`src/rtl/parallel_to_serial_if.sv`:
```
// Vector-in / word-out handshake bundle for parallel_to_serial.
// The slave modport is the serializer; master is the surrounding logic.
interface parallel_to_serial_if #(
  parameter int unsigned WIDTH = 8,
  parameter int unsigned DEPTH = 4
);
  logic                   i_valid;
  logic                   o_ready;
  logic [DEPTH*WIDTH-1:0] i_wdata;
  logic                   o_valid;
  logic                   i_ready;
  logic [WIDTH-1:0]       o_rdata;
  logic                   o_last;
  logic                   o_busy;

  modport slave (
    input  i_valid, i_wdata, i_ready,
    output o_ready, o_valid, o_rdata, o_last, o_busy
  );

  modport master (
    output i_valid, i_wdata, i_ready,
    input  o_ready, o_valid, o_rdata, o_last, o_busy
  );
endinterface

```
`src/rtl/parallel_to_serial.sv`:
```
// Parallel-in/serial-out shifter: accepts DEPTH words at once, emits one word per beat,
// word 0 first, with a one-vector pending buffer for gap-free back-to-back streaming.
module parallel_to_serial #(
  parameter int unsigned WIDTH = 8,
  parameter int unsigned DEPTH = 4
) (
  input logic                 i_clk,
  input logic                 i_rst,
  parallel_to_serial_if.slave bus
);

  localparam int unsigned CntW = (DEPTH > 1) ? $clog2(DEPTH) : 1;
  localparam logic [CntW-1:0] CntMax = CntW'(DEPTH - 1);

  typedef enum logic [0:0] {StIdle, StShift} state_e;

  state_e                 state_q;
  logic [CntW-1:0]        cnt_q;
  logic [WIDTH-1:0]       sr_q [DEPTH];
  logic [DEPTH*WIDTH-1:0] pend_q;
  logic                   pend_full_q;

  logic accept;
  logic beat;
  logic last_beat;

  assign bus.o_ready = !pend_full_q && !i_rst;
  assign bus.o_valid = (state_q == StShift);
  assign bus.o_rdata = sr_q[0];
  assign bus.o_last  = bus.o_valid && (cnt_q == CntMax);
  assign bus.o_busy  = (state_q == StShift) || pend_full_q;

  assign accept    = bus.i_valid && bus.o_ready;
  assign beat      = bus.o_valid && bus.i_ready;
  assign last_beat = beat && (cnt_q == CntMax);

  always_ff @(posedge i_clk) begin
    if (i_rst) begin
      state_q     <= StIdle;
      cnt_q       <= '0;
      pend_q      <= '0;
      pend_full_q <= 1'b0;
      for (int k = 0; k < DEPTH; k++) begin
        sr_q[k] <= '0;
      end
    end else if (last_beat) begin
      cnt_q <= '0;
      if (pend_full_q) begin
        // Swap in the pending vector; a same-cycle accept refills pend.
        for (int k = 0; k < DEPTH; k++) begin
          sr_q[k] <= pend_q[k*WIDTH +: WIDTH];
        end
        if (accept) begin
          pend_q <= bus.i_wdata;
        end
        pend_full_q <= accept;
      end else if (accept) begin
        for (int k = 0; k < DEPTH; k++) begin
          sr_q[k] <= bus.i_wdata[k*WIDTH +: WIDTH];
        end
      end else begin
        // Shifting the final word out leaves sr all zero while idle.
        state_q <= StIdle;
        for (int k = 0; k < DEPTH - 1; k++) begin
          sr_q[k] <= sr_q[k+1];
        end
        sr_q[DEPTH-1] <= '0;
      end
    end else if (beat) begin
      for (int k = 0; k < DEPTH - 1; k++) begin
        sr_q[k] <= sr_q[k+1];
      end
      sr_q[DEPTH-1] <= '0;
      cnt_q         <= cnt_q + 1'b1;
      if (accept) begin
        pend_q      <= bus.i_wdata;
        pend_full_q <= 1'b1;
      end
    end else if (accept) begin
      if (state_q == StIdle) begin
        for (int k = 0; k < DEPTH; k++) begin
          sr_q[k] <= bus.i_wdata[k*WIDTH +: WIDTH];
        end
        cnt_q   <= '0;
        state_q <= StShift;
      end else begin
        pend_q      <= bus.i_wdata;
        pend_full_q <= 1'b1;
      end
    end
  end

endmodule

```
`src/flat_wrapper.sv`:
```
// flat-port wrapper written by rule: the top's interface ports become plain ports
module parallel_to_serial_flat 
#(
  parameter int unsigned WIDTH = 8,
  parameter int unsigned DEPTH = 4
)
  (i_clk, i_rst, bus_i_valid, bus_i_wdata, bus_i_ready, bus_o_ready, bus_o_valid, bus_o_rdata, bus_o_last, bus_o_busy);
  parallel_to_serial_if #(.WIDTH(WIDTH), .DEPTH(DEPTH)) bus_i ();
  input logic i_clk;
  input logic i_rst;
  input wire logic [$bits(bus_i.i_valid)-1:0] bus_i_valid;
  input wire logic [$bits(bus_i.i_wdata)-1:0] bus_i_wdata;
  input wire logic [$bits(bus_i.i_ready)-1:0] bus_i_ready;
  output wire logic [$bits(bus_i.o_ready)-1:0] bus_o_ready;
  output wire logic [$bits(bus_i.o_valid)-1:0] bus_o_valid;
  output wire logic [$bits(bus_i.o_rdata)-1:0] bus_o_rdata;
  output wire logic [$bits(bus_i.o_last)-1:0] bus_o_last;
  output wire logic [$bits(bus_i.o_busy)-1:0] bus_o_busy;
  assign bus_i.i_valid = bus_i_valid;
  assign bus_i.i_wdata = bus_i_wdata;
  assign bus_i.i_ready = bus_i_ready;
  assign bus_o_ready = bus_i.o_ready;
  assign bus_o_valid = bus_i.o_valid;
  assign bus_o_rdata = bus_i.o_rdata;
  assign bus_o_last = bus_i.o_last;
  assign bus_o_busy = bus_i.o_busy;
  parallel_to_serial #(.WIDTH(WIDTH), .DEPTH(DEPTH)) u_core (.i_clk(i_clk), .i_rst(i_rst), .bus(bus_i));
endmodule
```
`config.mk`:
```
export PLATFORM = sky130hd
export DESIGN_NAME = parallel_to_serial_flat
export DESIGN_NICKNAME = d
export VERILOG_FILES = /design/src/rtl/parallel_to_serial_if.sv /design/src/rtl/parallel_to_serial.sv /design/src/flat_wrapper.sv
export SDC_FILE = /design/constraint.sdc
export NUM_CORES = 1
export LEC_CHECK = 0
export CAP_MARGIN = 15
export CORE_ASPECT_RATIO = 2
export CORE_MARGIN = 2
export CORE_UTILIZATION = 48
export CTS_CLUSTER_SIZE = 40
export DETAILED_ROUTE_END_ITERATION = 8
export PLACE_DENSITY = 0.74
export SYNTH_ARGS = -nofsm -noshare
export SYNTH_HDL_FRONTEND = slang
export SYNTH_SLANG_ARGS = --single-unit
```
`constraint.sdc`:
```
create_clock -name i_clk -period 2 [get_ports i_clk]
set_clock_uncertainty 0.1 [all_clocks]
set_input_delay 0.3 -clock i_clk [delete_from_list [all_inputs] [get_ports i_clk]]
set_output_delay 0.3 -clock i_clk [all_outputs]
set_load 0.02 [all_outputs]
```
# After elaboration in Yosys (flattened, before gate mapping)
# Memories as Yosys holds them, arrays and structs flattened.
# Cells that the tools add are included.
classes:
  n_reduce_logical: 17
  addsub: 1
  n_bitwise: 20
  multipliers: 0
  n_eq_ne: 6
  n_mux: 65
  order_cmp: 0
  n_shift: 0
  div: 0
ops:
  columns: ["operator", "count"]
  rows:
  - ["32-bit two-way mux", 6]
  - ["8-bit two-way mux", 20]
  - ["1-bit two-way mux", 36]
  - ["1-bit OR", 20]
  - ["2-bit inequality test, second input constant", 4]
  - ["2-bit two-way mux", 3]
  - ["3-bit nonzero test", 2]
  - ["1-bit logical AND", 5]
  - ["2-bit AND reduction", 2]
  - ["4-bit AND reduction", 1]
  - ["2-bit nonzero test", 2]
  - ["3-bit AND reduction", 1]
  - ["2-bit by 1-bit adder with 2-bit output, second input constant", 1]
  - ["2-bit == test, second input constant", 1]
  - ["1-bit zero test", 2]
  - ["2-bit by 1-bit inequality test with 1-bit output, second input constant", 1]
  - ["2-bit OR reduction", 1]
  - ["1-bit logical OR", 1]
word_totals:
  ramBits: 32
  n_memories: 1
  reg_bits: 36
  mem_bits_ro: 0
  out_inout_bits: 12
  latch_bits: 0
mem_list:
  columns: ["name", "words", "word_bits", "rd", "rd_clocked_by_memory_dff", "write_ports", "line_no", "source"]
  rows:
  - ["u_core.sr_q", 4, 8, 4, 0, 4, "parallel_to_serial.sv:19", "logic [WIDTH-1:0] sr_q [DEPTH];"]

# Depth between registers and ports, before layout
# Gate-level depths: netlist (run 1).
logic_depth:
  ltp_word: 12
  depth_mapped: 7
  depth_no_buf: 5

# Least setup slack after synthesis (run 1)
# OpenSTA, ideal clock, no wires.
synth_path:
  kind: "reg-to-reg"
  start: "register u_core.cnt_q[0]"
  end: "memory u_core.sr_q[0][0] (enable)"
  path_buffers: 3
  setup_time_ns: 0.329
  path_stages_with_launch: 8
  t_arrival_ns: 1.553
  setup_slack_ns: 0.018
  cell_sequence: "dfxtp_1 ha_1 and4bb_1 buf_2 a31oi_2 buf_4 buf_6 nand2_1"
synth_lines:
  columns: ["element", "line_no", "source"]
  rows:
  - ["start, declared", "parallel_to_serial.sv:18", "logic [CntW-1:0] cnt_q;"]
  - ["start signal, assigned", "parallel_to_serial.sv:74", "cnt_q <= cnt_q + 1'b1;"]
  - ["end, declared", "parallel_to_serial.sv:19", null]

# Final worst setup path (run 1)
layout_path:
  start: "register u_core.pend_full_q"
  end: "output port bus_o_busy"
layout_between:
  elab_chain_cells: 1
layout_rtl:
  columns: ["element", "line_no", "source"]
  rows:
  - ["start, declared", "parallel_to_serial.sv:21", "logic pend_full_q;"]
  - ["start signal, assigned", "parallel_to_serial.sv:56", "pend_full_q <= accept;"]
  - ["1-bit logical OR", "parallel_to_serial.sv:31", "assign bus.o_busy = (state_q == StShift) || pend_full_q;"]
  - ["end, declared", "flat_wrapper.sv:18", "output wire logic [$bits(bus_i.o_busy)-1:0] bus_o_busy;"]
# No other way between the ends.

==> results of run 1 <==
-- area by class of cell --
class                   count  share of cell area
clock inverters             2             0.00369
repair buffers             80               0.182
flip-flops and latches     68               0.414
well taps                  84              0.0258
multi-input cells         210               0.286
inverters                  17              0.0157
clock buffers              14              0.0725
-- per-stage QoR --
step | instance area (sq um) | cells | setup TNS, ns | setup slack (ns) | hold slack, ns
3_5_place_dp | 3740 | 458 | -7.24 | -0.240 | 0.346
5_1_grt | 4070 | 475 | -0.0800 | -0.00916 | 0.375
2_1_floorplan | 3020 | 316 | 0 | 0.0178 | 0.336
6_report | 4070 | 475 | 0 | 0.0562 | 0.351
4_1_cts | 4050 | 474 | 0 | 0.0390 | 0.354
3_3_place_gp | 3740 | 458 | -6.12 | -0.201 | 0.342
-- metal layers --
metal	vias to the layer above	GRT usage	routed length, microns
li1	1280	-	-
met2	72	0.425	4090
met5	-	0	0
met3	15	0.0698	320
met1	1194	0.232	2390
met4	0	0.130	205
-- worst paths after layout --
| kind | end | depth (start not counted) |
|---|---|---|
| setup / recovery | bus_o_busy | 2 |
| setup reg to reg | u_core.sr_q[3][2] | 6 |
| hold / removal | u_core.pend_q[30] | 2 |
| hold reg to reg | u_core.pend_q[30] | 2 |
-- worst max-delay path, delay by kind of cell (launching register included) --
kind	cells	cell delay, ns
AND/OR/NAND/NOR	1	0.31
buffers and inverters	1	0.54
flip-flops	1	0.37
-- timing repair --
action | in CTS | in global routing
buffers inserted | 0 | 1
pin swaps | 0 | 0
hold endpoints to repair | 0 | 0
setup endpoints to repair | 4 | 39
gates resized for setup | 3 | 3
-- placed cells by master, fill, tap and decap left out, drive strengths merged, types with 2 or more instances in the layout --
| master | n |
|---|---|
| buf | 33 |
| nand4b | 2 |
| dlygate4sd2 | 2 |
| or2 | 2 |
| a21oi | 35 |
| dfxtp | 36 |
| o22ai | 8 |
| a22oi | 23 |
| nand2 | 73 |
| a211oi | 11 |
| clkdlybuf4s50 | 45 |
| clkbuf | 14 |
| nor2 | 12 |
| o21ai | 17 |
| ha | 2 |
| a22o | 8 |
| a31oi | 4 |
| edfxtp | 32 |
| clkinvlp | 2 |
| inv | 17 |
-- cells in the mapped netlist, drive strengths merged --
cell type / instances
nor2b: 1
nand2: 73
and4bb: 1
a31oi: 4
or3: 1
nand4: 1
o22ai: 8
nor2: 12
nand2b: 1
nor3b: 1
a21oi: 35
nor3: 1
a221o: 1
ha: 2
inv: 17
and2: 1
clkbuf: 7
a211oi: 11
dfxtp: 36
buf: 14
nand3: 1
a22o: 8
and3: 1
o21ai: 17
nand4b: 2
a21o: 1
and4: 1
edfxtp: 32
a22oi: 23
or2: 2
-- kinds of logic after synthesis --
group           count (synthesis)
buf+inv                        38
flops                          68
fa+ha+maj                       2
compound gates                108
simple gates                  100
-- report_power, final --
group          internal (W)  switching [W]
clock network       0.00102       0.000560
registers           0.00155      0.0000391
logic              0.000186       0.000184
-- sequential cells by signal (all words and copies together), names as in the netlist --
| name | count |
|---|---|
| u_core.pend_q | 32 |
| u_core.sr_q | 32 |
| u_core.cnt_q | 2 |
| u_core.bus.o_valid | 1 |
| u_core.pend_full_q | 1 |
==> impl_metrics.env, run 1 <==
export IMPL_antenna_found_initial=0
export IMPL_drive_above_1_share=0.148
export IMPL_drt_iter0_drc=110
export IMPL_cpPeakStageDelay_ns=0.54
export IMPL_relSlewSlack=0.741
export IMPL_via_per_inst=5.39
export IMPL_crit_start="u_core.pend_full_q"
export IMPL_dp_hpwl_microns=5040
export IMPL_synth_top_area_frac=0.318
export IMPL_cts_sinks=68
export IMPL_hold_viol=0
export IMPL_antenna_cells=0
export IMPL_path_clk_slew_ns=0.05
export IMPL_initial_core_util=0.499
export IMPL_synth_top_cell_by_area="edfxtp_1"
export IMPL_hp_class="flip-flop to flip-flop"
export IMPL_synth_area_sq_um=3020
export IMPL_postRouteAntennaNets=0
export IMPL_grt_overflow=0
export IMPL_r2r_setup_slack_ns=0.09
export IMPL_dieArea_sq_um=6980
export IMPL_wirelength_microns=7010
export IMPL_crit_required_ns=1.60
export IMPL_fin_crit_sh=0.972
export IMPL_io_buffer_count=47
export IMPL_synth_top_family_by_area="compound AO/OA/AOI/OAI gates"
export IMPL_synth_cells=316
export IMPL_synth_xor_area_frac=0
export IMPL_wire_per_inst_microns=14.8
export IMPL_yosysSeqAreaShare=0.557
export IMPL_ctsHoldBuffers=0
export IMPL_ys_ff_latch=68
export IMPL_power_leakage_nw=1.50
export IMPL_crit_path_max_fanout=7
export IMPL_totalPowerFinal_w=0.00354
export IMPL_final_seq_area_sq_um=1690
export IMPL_grt_pass1_vias=2662
export IMPL_max_vdd_ir_drop_uv=703
export IMPL_cts_buffer_depth=2
export IMPL_root_buffer="clkbuf_16"
export IMPL_cts_max_level=3
export IMPL_synth_compound_area_frac=0.232
export IMPL_nFillCells=494
export IMPL_via_count=2561
export IMPL_fin_crit_ns=1.94
export IMPL_final_util=0.672
export IMPL_path_cells="or2_2, clkdlybuf4s50_1"
export IMPL_max_freq_mhz=514
export IMPL_cts_tree="done"
export IMPL_multi_input_area_sq_um=1160
export IMPL_area_delta_synth_final_pct=34.8
export IMPL_synth_nets=354
export IMPL_ios=48
export IMPL_grtUsageTotal=0.237
export IMPL_criticalPathCategory="flip-flop to output port"
export IMPL_drv_cap=0
export IMPL_status="finished clean"
export IMPL_grt_pass1_wl_microns=12000
export IMPL_cellPowerDensity_nw_per_um2=869
export IMPL_finalMaxSlewViolations=0
export IMPL_worst_slew_pin_slew_ns=0.389
export IMPL_synthMuxAreaShare=0
export IMPL_synthDistinctLibCells=39
export IMPL_end_kind="output port"
export IMPL_grt_max_degree=33
export IMPL_die_w_microns=60.1
export IMPL_cp_arrival_ns=1.54
export IMPL_synthAdderAreaFrac=0.00829
export IMPL_start_kind="flip-flop"
export IMPL_core_sq_um=6060
export IMPL_gp_congestion=0.834
export IMPL_syn_area_per_cell_sq_um=9.56
export IMPL_setup_viol=0
export IMPL_cp_slowest_cell="clkdlybuf4s50_1"
export IMPL_r2r_start="u_core.cnt_q[0]"
export IMPL_synth_area_leaders="edfxtp_1 32%, dfxtp_1 24%, nand2_1 9.1%"
export IMPL_die_y_microns=116
export IMPL_layout_nets=424
export IMPL_worstSkewPairLatency_ns=0.33
export IMPL_cts_made_buffers=9
export IMPL_row_count=40
export IMPL_yosysWarnings=0
export IMPL_drt_pass1_iter_count=5
export IMPL_synth_simple_area_share=0.143
export IMPL_drcViolationCount=0
export IMPL_worstHoldStart="u_core.pend_q[30]"
No activity file was read; power rests on OpenSTA's default activity.
==> run 2, diff against run 1 <==
--- a/config.mk
+++ b/config.mk
@@ -5,7 +5,6 @@
 export SDC_FILE = /design/constraint.sdc
 export NUM_CORES = 1
 export LEC_CHECK = 0
-export CAP_MARGIN = 15
 export CORE_ASPECT_RATIO = 2
 export CORE_MARGIN = 2
 export CORE_UTILIZATION = 48
==> results of run 2 <==
Same layout as run 1: the final DEF is identical, and so are final timing and power.
